## src/rtl/pipeline_hazard_ctrl.sv

```systemverilog
// Stall/flush arbiter for the 5-stage MIPS pipeline: picks between memory wait,
// taken branch, load-use and jump, and tracks stall statistics and memory timeout.
module pipeline_hazard_ctrl #(
    parameter int REG_W    = 5,
    parameter int STAT_W   = 16,
    parameter int WAIT_W   = 8,
    parameter int MAX_WAIT = 200
) (
    input  logic              clk,
    input  logic              reset,
    input  logic [REG_W-1:0]  id_rs,
    input  logic [REG_W-1:0]  id_rt,
    input  logic              id_uses_rt,
    input  logic              ex_mem_read,
    input  logic [REG_W-1:0]  ex_rt,
    input  logic              branch_taken,
    input  logic              jump,
    input  logic              mem_busy,
    input  logic              stat_clr,
    output logic              pc_hold,
    output logic              ifid_hold,
    output logic              ifid_flush,
    output logic              idex_hold,
    output logic              idex_bubble,
    output logic              exmem_hold,
    output logic [1:0]        state,
    output logic [STAT_W-1:0] stall_cycles,
    output logic              mem_timeout
);

    typedef enum logic [1:0] {
        RUN        = 2'd0,
        LOAD_STALL = 2'd1,
        MEM_WAIT   = 2'd2
    } state_t;

    localparam logic [WAIT_W-1:0] WAIT_MAX = WAIT_W'(MAX_WAIT);

    state_t              state_q, state_d;
    logic [WAIT_W-1:0]   wait_q, wait_d;
    logic                timeout_q, timeout_d;
    logic [STAT_W-1:0]   stall_q, stall_d;
    logic                load_use;
    logic                ifid_hold_c;

    assign load_use = ex_mem_read && (ex_rt != '0) &&
                      ((ex_rt == id_rs) || (id_uses_rt && (ex_rt == id_rt)));

    always_comb begin
        state_d     = state_q;
        pc_hold     = 1'b0;
        ifid_hold_c = 1'b0;
        ifid_flush  = 1'b0;
        idex_hold   = 1'b0;
        idex_bubble = 1'b0;
        exmem_hold  = 1'b0;
        case (state_q)
            RUN, LOAD_STALL: begin
                if (mem_busy) begin
                    pc_hold     = 1'b1;
                    ifid_hold_c = 1'b1;
                    idex_hold   = 1'b1;
                    exmem_hold  = 1'b1;
                    state_d     = MEM_WAIT;
                end else if (branch_taken) begin
                    ifid_flush  = 1'b1;
                    idex_bubble = 1'b1;
                    state_d     = RUN;
                end else if (state_q == RUN && load_use) begin
                    pc_hold     = 1'b1;
                    ifid_hold_c = 1'b1;
                    idex_bubble = 1'b1;
                    state_d     = LOAD_STALL;
                end else if (state_q == RUN && jump) begin
                    ifid_flush  = 1'b1;
                    state_d     = RUN;
                end else begin
                    state_d     = RUN;
                end
            end
            MEM_WAIT: begin
                // Whole front of the pipe freezes; a pending branch/hazard re-presents after.
                if (mem_busy) begin
                    pc_hold     = 1'b1;
                    ifid_hold_c = 1'b1;
                    idex_hold   = 1'b1;
                    exmem_hold  = 1'b1;
                end else begin
                    state_d     = RUN;
                end
            end
            default: state_d = RUN;
        endcase
        if (reset) begin
            pc_hold     = 1'b0;
            ifid_hold_c = 1'b0;
            ifid_flush  = 1'b0;
            idex_hold   = 1'b0;
            idex_bubble = 1'b0;
            exmem_hold  = 1'b0;
        end
    end

    // Flush dominates hold on IF/ID.
    assign ifid_hold = ifid_hold_c & ~ifid_flush;

    always_comb begin
        if (!mem_busy)              wait_d = '0;
        else if (wait_q >= WAIT_MAX) wait_d = WAIT_MAX;
        else                         wait_d = wait_q + 1'b1;
        timeout_d = timeout_q | (wait_d == WAIT_MAX);
        if (stat_clr)                       stall_d = '0;
        else if (pc_hold && stall_q != '1)  stall_d = stall_q + 1'b1;
        else                                stall_d = stall_q;
    end

    always_ff @(posedge clk or posedge reset) begin
        if (reset) begin
            state_q   <= RUN;
            wait_q    <= '0;
            timeout_q <= 1'b0;
            stall_q   <= '0;
        end else begin
            state_q   <= state_d;
            wait_q    <= wait_d;
            timeout_q <= timeout_d;
            stall_q   <= stall_d;
        end
    end

    assign state        = state_q;
    assign stall_cycles = stall_q;
    assign mem_timeout  = timeout_q;

endmodule

```

## config.mk

```make
export PLATFORM = sky130hd
export DESIGN_NAME = pipeline_hazard_ctrl
export DESIGN_NICKNAME = d
export VERILOG_FILES = /design/src/rtl/pipeline_hazard_ctrl.sv
export SDC_FILE = /design/constraint.sdc
export NUM_CORES = 1
export LEC_CHECK = 0
export ABC_CLOCK_PERIOD_IN_PS = 3400
export BUFFER_PORTS_ARGS = -buffer_cell sky130_fd_sc_hd__clkbuf_2
export CAP_MARGIN = 0
export CORE_MARGIN = 1
export CORE_UTILIZATION = 35
export DETAILED_ROUTE_END_ITERATION = 7
export SETUP_SLACK_MARGIN = 0.15
export SLEW_MARGIN = 10
export SYNTH_ARGS = -nofsm -noshare
export SYNTH_HDL_FRONTEND = slang
export SYNTH_SLANG_ARGS = --single-unit
```

## constraint.sdc

```tcl
create_clock -name clk -period 3.4 [get_ports clk]
set_input_delay 0.34 -clock clk [delete_from_list [all_inputs] [get_ports clk]]
set_output_delay 0.34 -clock clk [all_outputs]
set_load 0.05 [all_outputs]
```

==> qor.yml, run 1 <==
status: "complete, no violations"
post_drt_wl_per_cell_um: 13.0
switchingPower_mw: 0.176
setup_viol: 0
h-tree-depth: 1
area_growth_pct: 20.5
drt_iter0_drc: 84
relSlewSlack_pct: 43.7
power_mw: 0.619
drt-pass1-iter-count: 4
finalHoldViolations: 0
power.internal_mw: 0.443
tns_ps: 0
dieHeight_um: 69.3
fin_crit_sh_pct: 68.6
clockBufferDepth: 2
synth.avg_cell_area_sq_um: 9.17
cts_setup_buffers: 0
cts.clk_slew.worst_paths_ps: 100
layout_common_cells: "clkbuf_2, dfrtp_1, a21oi_1"
ys_warn_count: 0
cts_resized: 0
clkPwrFrac_pct: 30.4
row_count: 24
io_buffers: 47
synth.distinct_cells: 40
cp.arrival_ps: 1990
path_class: "in2out"
netlist_instances: 173
antenna_left: 0
path_max_fanout: 5
viasPerCell: 5.31
initial_core_util_pct: 36.4
start_kind: "input pin"
clk_latency_ps: 280
hold_ws_ps: 184
yosysSeqAreaShare_pct: 42.6
grt_pass1_vias: 1360
required_ps: 3060
die_area_sq_mm: 0.00481
grt_start_max_net_pins: 31
rsz0062_at_grt: "no"
hold_path_class: "in2async"
cts-root-buf: "clkbuf_8"
ir_drop_v: 0.000168
dp_cells: 268
nFillCells: 429
hold_buffers: 0
final_nets: 247
synth_fa_ha_area_share_pct: 2.37
combPwrFrac_pct: 15.5
power.density_mw_per_mm2: 324
grt_pass1_wl_um: 6410
ys_ff_latch: 27
synthSimpleGateAreaFrac_pct: 23.0
tritoncts: "done"
synth-xor-area-share_pct: 8.83
drt-total-wl_um: 3550
crit_start: "ex_rt[3]"
cp-end-kind: "output port"
synth-compound-area-share_pct: 18.2
vias: 1444
swShare_pct: 28.5
synth_top_family_by_area: "simple AND/OR/NAND/NOR gates"
p_leak_nw: 0.864
grt_antenna_before_repair: 0
syn_nets: 199
dieWidth_um: 69.3
track_usage_pct: 16.3
cts_made_buffers: 3
fmax_ghz: 0.429
period_needed_ps: 2330
slew_viol_final: 0
clock_sinks: 27
crit-reg2reg-launch: "stall_cycles[0]"
gp_congestion: 0.780
grt_overflow: 0
design.core.area_sq_mm: 0.00435
drc: 0
instances_no_fill: 272
io-pin-count: 48
insertedDiodeCount: 0
syn_area_sq_mm: 0.00159
fin_worst_skew_ps: 7.62
max_cap_violations: 0
drive_above_1_share_pct: 26.4
worst_pin_slew_ps: 834
synth.mux.area_fraction_pct: 0.631
pwr-share-seq_pct: 54.1
final_common_cell: "clkbuf_2"
hpwl_um: 2580
[final timing paths]
check	end	slack (ps)	depth (start not counted)
max in group asynchronous	stall_cycles[8]	2950	3
min	state[1]	180	3
min in group clk	state[0]	290	2
min reg2reg	mem_timeout	520	1
max	ifid_flush	1070	7
max reg2reg	stall_cycles[15]	1180	8
[stage by stage]
step	util, %	worst slack [ps]	area [sq um]
floorplan	-	282	1590
global placement	42.8	1090	1870
detailed placement	42.8	1060	1870
CTS	43.9	1060	1910
global route	43.9	900	1910
finish	43.9	1070	1910
[cell usage after synthesis (all sizes together)]
library cell / number / area (sq um)
a2111oi: 1 / 8.76
a21boi: 3 / 26.3
a21o: 1 / 7.51
a21oi: 14 / 73.8
a31oi: 2 / 12.5
a41o: 1 / 10.0
and2: 3 / 18.8
and3: 5 / 31.3
buf: 5 / 38.8
clkbuf: 1 / 3.75
dfrtp: 27 / 676
ha: 3 / 37.5
inv: 7 / 26.3
mux2i: 1 / 10.0
nand2: 11 / 41.3
nand2b: 1 / 6.26
nand3: 9 / 45.0
nand3b: 1 / 7.51
nand4: 7 / 43.8
nor2: 10 / 37.5
nor2b: 1 / 6.26
nor3: 2 / 10.0
nor4: 3 / 18.8
o211ai: 1 / 12.5
o21a: 1 / 7.51
o21ai: 12 / 60.1
o21ba: 1 / 10.0
o22ai: 1 / 6.26
o311ai: 1 / 8.76
o31ai: 6 / 45.0
or3: 11 / 68.8
or4: 4 / 30.0
xnor2: 11 / 96.3
xor2: 5 / 43.8
[worst max-delay path: stages]
cell	delay (ps)
clkbuf_2	110
or4_1	540
o211ai_2	170
nand2b_1	250
a31oi_1	110
nor4_1	160
clkbuf_2	320
[per-layer routing]
metal,wire (um),vias to the layer above,GRT usage [%]
li1,-,728,-
met4,37,0,3.85
met2,1540,24,24.2
met5,0,-,0
met3,99,6,3.92
met1,1870,686,24.0
[registers in the layout, summed over array words and instances, names as in the netlist]
signal / flops
mem_timeout: 1
state: 2
stall_cycles: 16
wait_q: 8
[cell families (layout without fill, tap and decap cells)]
| logic type | after synthesis | in the layout |
|---|---|---|
| buffers and inverters | 13 | 60 |
| AOI/OAI and AO/OA | 45 | 45 |
| muxes | 1 | 1 |
| adders and majority gates | 3 | 3 |
| xor gates and xnor gates | 16 | 16 |
| DFF | 27 | 27 |
| and+or+nand+nor | 68 | 68 |
[power by group through the flow]
stage                     sequential, mW  combinational [mW]  clock, mW
after global placement             0.341              0.0967          0
after detailed placement           0.341              0.0968          0
after global routing               0.336               0.107      0.202
final                              0.335              0.0959      0.188
after CTS                          0.334              0.0978      0.193
after floorplan                    0.347              0.0570          0
[cell type report]
cell class / count / area [sq um] / share of cell area, %
Clock buffer: 3 / 41.3 / 2.16
Clock inverter: 1 / 5.00 / 0.262
Inverter: 7 / 26.3 / 1.37
Multi-Input combinational cell: 133 / 848 / 44.4
Sequential cell: 27 / 676 / 35.3
Tap cell: 52 / 65.1 / 3.40
Timing Repair Buffer: 49 / 250 / 13.1
Power figures use the tool's default switching activity.
==> run 2, diff against run 1 <==
--- a/config.mk
+++ b/config.mk
@@ -5,7 +5,7 @@
 export SDC_FILE = /design/constraint.sdc
 export NUM_CORES = 1
 export LEC_CHECK = 0
-export ABC_CLOCK_PERIOD_IN_PS = 3400
+export ABC_CLOCK_PERIOD_IN_PS = 1900
 export BUFFER_PORTS_ARGS = -buffer_cell sky130_fd_sc_hd__clkbuf_2
 export CAP_MARGIN = 0
 export CORE_MARGIN = 1
==> constraint.sdc (replaced) <==
create_clock -name clk -period 1.9 [get_ports clk]
set_input_delay 0.19 -clock clk [delete_from_list [all_inputs] [get_ports clk]]
set_output_delay 0.19 -clock clk [all_outputs]
set_load 0.05 [all_outputs]
==> run 2 against run 1 <==
Compared with the run above: the run now ends with setup timing left; final cell count is 13% higher; critical path depth is 1 lower; first-iteration DRC count is 81% lower; count of clock-buffer cells in the layout rose by 1; final area grew 26%; register-to-register slack got worse by 1200 ps; worst hold slack got worse by 74 ps; clock skew is 2.7 ps lower; power up 90%; global-route usage grew 0.98 points; worst setup slack lost 1100 ps; critical path type is now reg2out; largest cell class unchanged.
==> qor.yml, run 2 (synthesis results as in run 1) <==
grt_overflow: 0  # unchanged
io_buffers: 47  # unchanged
crit-reg2reg-launch: "stall_cycles[0]"
drt-total-wl_um: 4080  # +15%
gp_congestion: 0.774  # -0.78%
setup_viol: 2  # +2
rsz0062_at_grt: "yes"
vias: 1598  # +11%
clk_latency_ps: 270  # about the same
initial_core_util_pct: 36.4  # unchanged
drc: 0  # unchanged
multi_input_area_sq_um: 983  # +16%
area_growth_pct: 52.1
path_max_fanout: 4  # -1
hpwl_um: 2980  # +16%
cp.arrival_ps: 1760  # -230 ps
power_mw: 1.18  # +90%
final_common_cell: "clkbuf_2"
cts_made_buffers: 3  # unchanged
die_area_sq_mm: 0.00481  # unchanged
start_kind: "register"
relSlewSlack_pct: 72.1  # +28 points
layout.area.seq_sq_um: 696  # +3.0%
cts.clk_slew.worst_paths_ps: 100  # about the same
h-tree-depth: 1  # unchanged
ir_drop_v: 0.000263  # +57%
tritoncts: "done"
grt_pass1_vias: 1531  # +13%
drt_iter0_drc: 16  # -81%
grt_antenna_before_repair: 0  # unchanged
dieHeight_um: 69.3  # unchanged
path_class: "reg2out"
slew_viol_final: 0  # unchanged
max_cap_violations: 0  # unchanged
clock_sinks: 27  # unchanged
insertedDiodeCount: 0  # unchanged
largest_reg_flops: 16  # unchanged
violations: "setup timing"
track_usage_pct: 17.3  # +0.98 points
pre_cts_slack_ps: -99.9  # -1160 ps
status: "finished with violations"
hold_buffers: 0  # unchanged
finalHoldViolations: 0  # unchanged
required_ps: 1710  # -1350 ps
clockBufferDepth: 2  # unchanged
row_count: 24  # unchanged
io-pin-count: 48  # unchanged
drt-pass1-iter-count: 4  # unchanged
grt_pass1_wl_um: 6890  # +7.4%
layout_common_cells: "clkbuf_2, buf_4, dfrtp_2"
nFillCells: 404  # -5.8%
drive_above_1_share_pct: 48.8  # +22 points
setup_slack_ps: -49.0  # -1120 ps
p_leak_nw: 1.05  # +22%
fin_worst_skew_ps: 4.87  # -2.75 ps
viasPerCell: 5.22  # -1.6%
dieWidth_um: 69.3  # unchanged
final_nets: 281  # +14%
hold_path_class: "in2async"
worst_pin_slew_ps: 418  # -416 ps
fmax_ghz: 0.513
power.density_mw_per_mm2: 487  # +51%
antenna_left: 0  # unchanged
period_needed_ps: 1950
design.core.area_sq_mm: 0.00435  # unchanged
post_drt_wl_per_cell_um: 13.3  # +2.2%
fin_crit_sh_pct: 103
grt_start_max_net_pins: 28  # -9.7%
cp-end-kind: "output port"
crit_start: "state[1]"
cts-root-buf: "clkbuf_8"
## run 2: changes by cell type in the layout (fill, tap and decap cells not counted), moves of 3 or more
cell      delta
clkbuf_2     -7
nor4_1       -3
dfrtp_1     -16
buf_4       +31
buf_8        +5
dfrtp_2     +16
## run 2: through the flow
step	utilization, %	instances	hold WS [ps]	TNS [ps]	instance area (sq um)
final	55.4	306	110	-59.2	2410
after global routing	55.4	306	155	-1080	2410
after CTS	54.3	304	119	-292	2360
after detailed placement	51.6	300	421	-458	2250
after global placement	51.6	300	415	-303	2250
after floorplan	-	173	90.5	-355	1720
## run 2: cell type report
type / count / area share (%)
flip-flops and latches: 27 / 28.8
clock buffers: 4 / 1.87
well taps: 52 / 2.70
inverters: 7 / 1.24
repair buffers: 83 / 24.6
multi-input cells: 133 / 40.8
## run 2: worst paths after layout
check	end	slack, ps	depth (start not counted)
max	idex_bubble	-50	6
min	stall_cycles[2]	110	3
max reg2reg	stall_cycles[5]	-10	8
min reg2reg	mem_timeout	470	1
max in group asynchronous	stall_cycles[14]	1510	3
min in group clk	state[0]	290	3
## run 2: metal layers
layer	vias to the layer above	global-route usage, %	wire (um)
li1	792	-	-
met1	763	23.6	1960
met2	39	28.6	1920
met3	4	2.62	153
met4	0	4.76	36
met5	-	0	0
## run 2: worst max-delay path: stages, from the launching register on
cell       delay [ps]
dfrtp_2           440
nor2_4            120
o211ai_2           90
nand2b_4          170
buf_6             140
a2111oi_4         290
clkbuf_8          240
## run 2: repair_timing
action | CTS | global route
gates cloned | 0 | 0
gates resized for setup | 16 | 13
endpoints found under the setup margin | 21 | 23
pin swaps | 7 | 1
setup buffers | 0 | 2
## run 2: where the power goes
| part | switching (mW) | internal [mW] |
|---|---|---|
| logic | 0.137 | 0.109 |
| clock network | 0.183 | 0.150 |
| registers | 0.0128 | 0.584 |
| total | 0.332 | 0.843 |
==> run 3, diff against run 2 <==
==> constraint.sdc (replaced) <==
create_clock -name clk -period 1.9 [get_ports clk]
set_input_delay 0.19 -clock clk [delete_from_list [all_inputs] [get_ports clk]]
set_output_delay 0.19 -clock clk [all_outputs]
set_load 0.1 [all_outputs]
==> run 3 against run 2 <==
Compared with the run above: the flow still finishes with violations (setup timing); first-iteration DRC count rose to 4.4 times the previous value; sequential power is essentially flat; sequential cell count did not move; critical path depth increased by 2; worst setup slack got worse by 110 ps; global-route usage rose by 3.3 points; highest routed layer unchanged.
==> qor.yml, run 3 (synthesis results as in run 1) <==
hold_buffers: 0  # unchanged
clk_latency_ps: 270  # about the same
slowest_delay_ps: 510  # +70 ps
drc: 0  # unchanged
hold_path_class: "in2async"
wl_met3_um: 182  # +19%
vias: 1644  # +2.9%
io-pin-count: 48  # unchanged
gp_congestion: 0.804  # +3.8%
top_layer: "met4"
multi_input_area_sq_mm: 0.00103  # +4.7%
cp.buffers_inverters: 3  # +1
hpwl_um: 3180  # +6.5%
start_kind: "input pin"
fmax_ghz: 0.487  # -5.1%
cts.clk_slew.worst_paths_ps: 90  # about the same
worst_pin_slew_ps: 545  # +127 ps
cp.arrival_ps: 1860  # +100 ps
p_leak_nw: 1.13  # +7.1%
drt_iter0_drc: 70  # +54
finalHoldViolations: 0  # unchanged
required_ps: 1710  # about the same
cts-root-buf: "clkbuf_8"
io_buffers: 47  # unchanged
fin_crit_sh_pct: 108  # +5.5 points
clockBufferDepth: 2  # unchanged
setup_slack_ps: -154  # -105 ps
die_area_sq_mm: 0.00481  # unchanged
utilization_pct: 60.8  # +5.4 points
grt_pass1_wl_um: 7950  # +15%
rsz0062_at_grt: "yes"
grt_start_max_net_pins: 28  # unchanged
drt-pass1-iter-count: 4  # unchanged
design.core.area_sq_mm: 0.00435  # unchanged
antenna_left: 0  # unchanged
crit_path_top_delay_cell: "or4_4"
drive_above_1_share_pct: 52.3  # +3.5 points
drt-met1-wl_um: 2110  # +7.2%
largest_reg_flops: 16  # unchanged
met2WireLength_um: 2250  # +17%
final_nets: 289  # +2.8%
fin_worst_skew_ps: 2.64  # -2.23 ps
slew_viol_final: 0  # unchanged
layout.area.seq_sq_um: 738  # +6.1%
grt_overflow: 0  # unchanged
ir_drop_v: 0.000254  # -3.5%
period_needed_ps: 2050  # +105 ps
viasPerCell: 5.24  # +0.26%
grt_antenna_before_repair: 0  # unchanged
drt-total-wl_um: 4590  # +12%
status: "finished with violations"
path_class: "in2out"
final_common_cell: "clkbuf_2"
cp-end-kind: "output port"
grt_pass1_vias: 1627  # +6.3%
layout_common_cells: "clkbuf_2, buf_4, dfrtp_4"
power_mw: 1.25  # +6.4%
path_max_fanout: 3  # -1
cts_made_buffers: 3  # unchanged
tritoncts: "done"
max_cap_violations: 0  # unchanged
relSlewSlack_pct: 63.8  # -8.3 points
setup_viol: 21  # +19
row_count: 24  # unchanged
crit_chain: "clkbuf_8, or4_4, o211ai_2, nand2b_4, buf_4, a31oi_4, nor4_4, buf_12"
initial_core_util_pct: 36.4  # unchanged
post_drt_wl_per_cell_um: 14.6  # +9.6%
area_growth_pct: 67.0
dieWidth_um: 69.3  # unchanged
h-tree-depth: 1  # unchanged
cpLargestDelayFamily: "simple AND/OR/NAND/NOR gates"
clock_sinks: 27  # unchanged
power.density_mw_per_mm2: 472  # -3.1%
violations: "setup timing"
nFillCells: 369  # -8.7%
track_usage_pct: 20.6  # +3.3 points
insertedDiodeCount: 0  # unchanged
dieHeight_um: 69.3  # unchanged
[run 3: path summary, 6_finish.rpt]
path                            cells past startpoint  slack (ps)               to         from
worst max-delay path                                8        -150       ifid_flush     ex_rt[4]
worst min-delay path                                3          60        wait_q[1]        reset
worst max register to register                      8        -140  stall_cycles[5]     state[1]
worst min register to register                      1         510      mem_timeout  mem_timeout
max in group asynchronous                           3        1540         state[0]        reset
min in group clk                                    3         280         state[0]     mem_busy
[run 3: power breakdown]
part | total, mW | internal (mW) | switching, mW
sequential | 0.599 | 0.586 | 0.0129
combinational | 0.324 | 0.134 | 0.190
clock | 0.329 | 0.147 | 0.182
total | 1.25 | 0.867 | 0.384
[run 3: metrics by stage]
stage          hold WS, ps  worst slack, ps  std cells  cell area, sq um  setup TNS, ps
2_1_floorplan         94.9             -540        173              1790          -3120
3_3_place_gp           334            -81.8        297              2370           -366
5_1_grt               97.0             -227        314              2650          -3690
6_report              61.9             -154        314              2650          -1820
3_5_place_dp           334             -102        297              2370           -884
4_1_cts               58.2             -170        310              2580          -1300
[run 3: what timing repair did]
action / CTS / global route
pin swaps: 17 / 11
gates resized for setup: 16 / 12
cloned: 2 / 0
buffers inserted: 7 / 4
setup endpoints to repair: 22 / 23
endpoints found under the hold margin: 0 / 0
[run 3: worst min-delay path, delay by kind of cell]
kind     cells  cell delay, ps
buf+inv      3             560
[run 3: layout make-up]
class	count	area share, %
clock buffers	3	1.56
clock inverters	1	0.189
inverters	7	1.28
multi-input cells	133	38.9
flip-flops and latches	27	27.9
well taps	52	2.46
repair buffers	91	27.8
[run 3: routing by layer]
metal / GRT usage [%] / vias to the layer above
li1: - / 817
met1: 27.9 / 780
met2: 33.9 / 43
met3: 2.91 / 4
met4: 6.58 / 0
met5: 0 / -
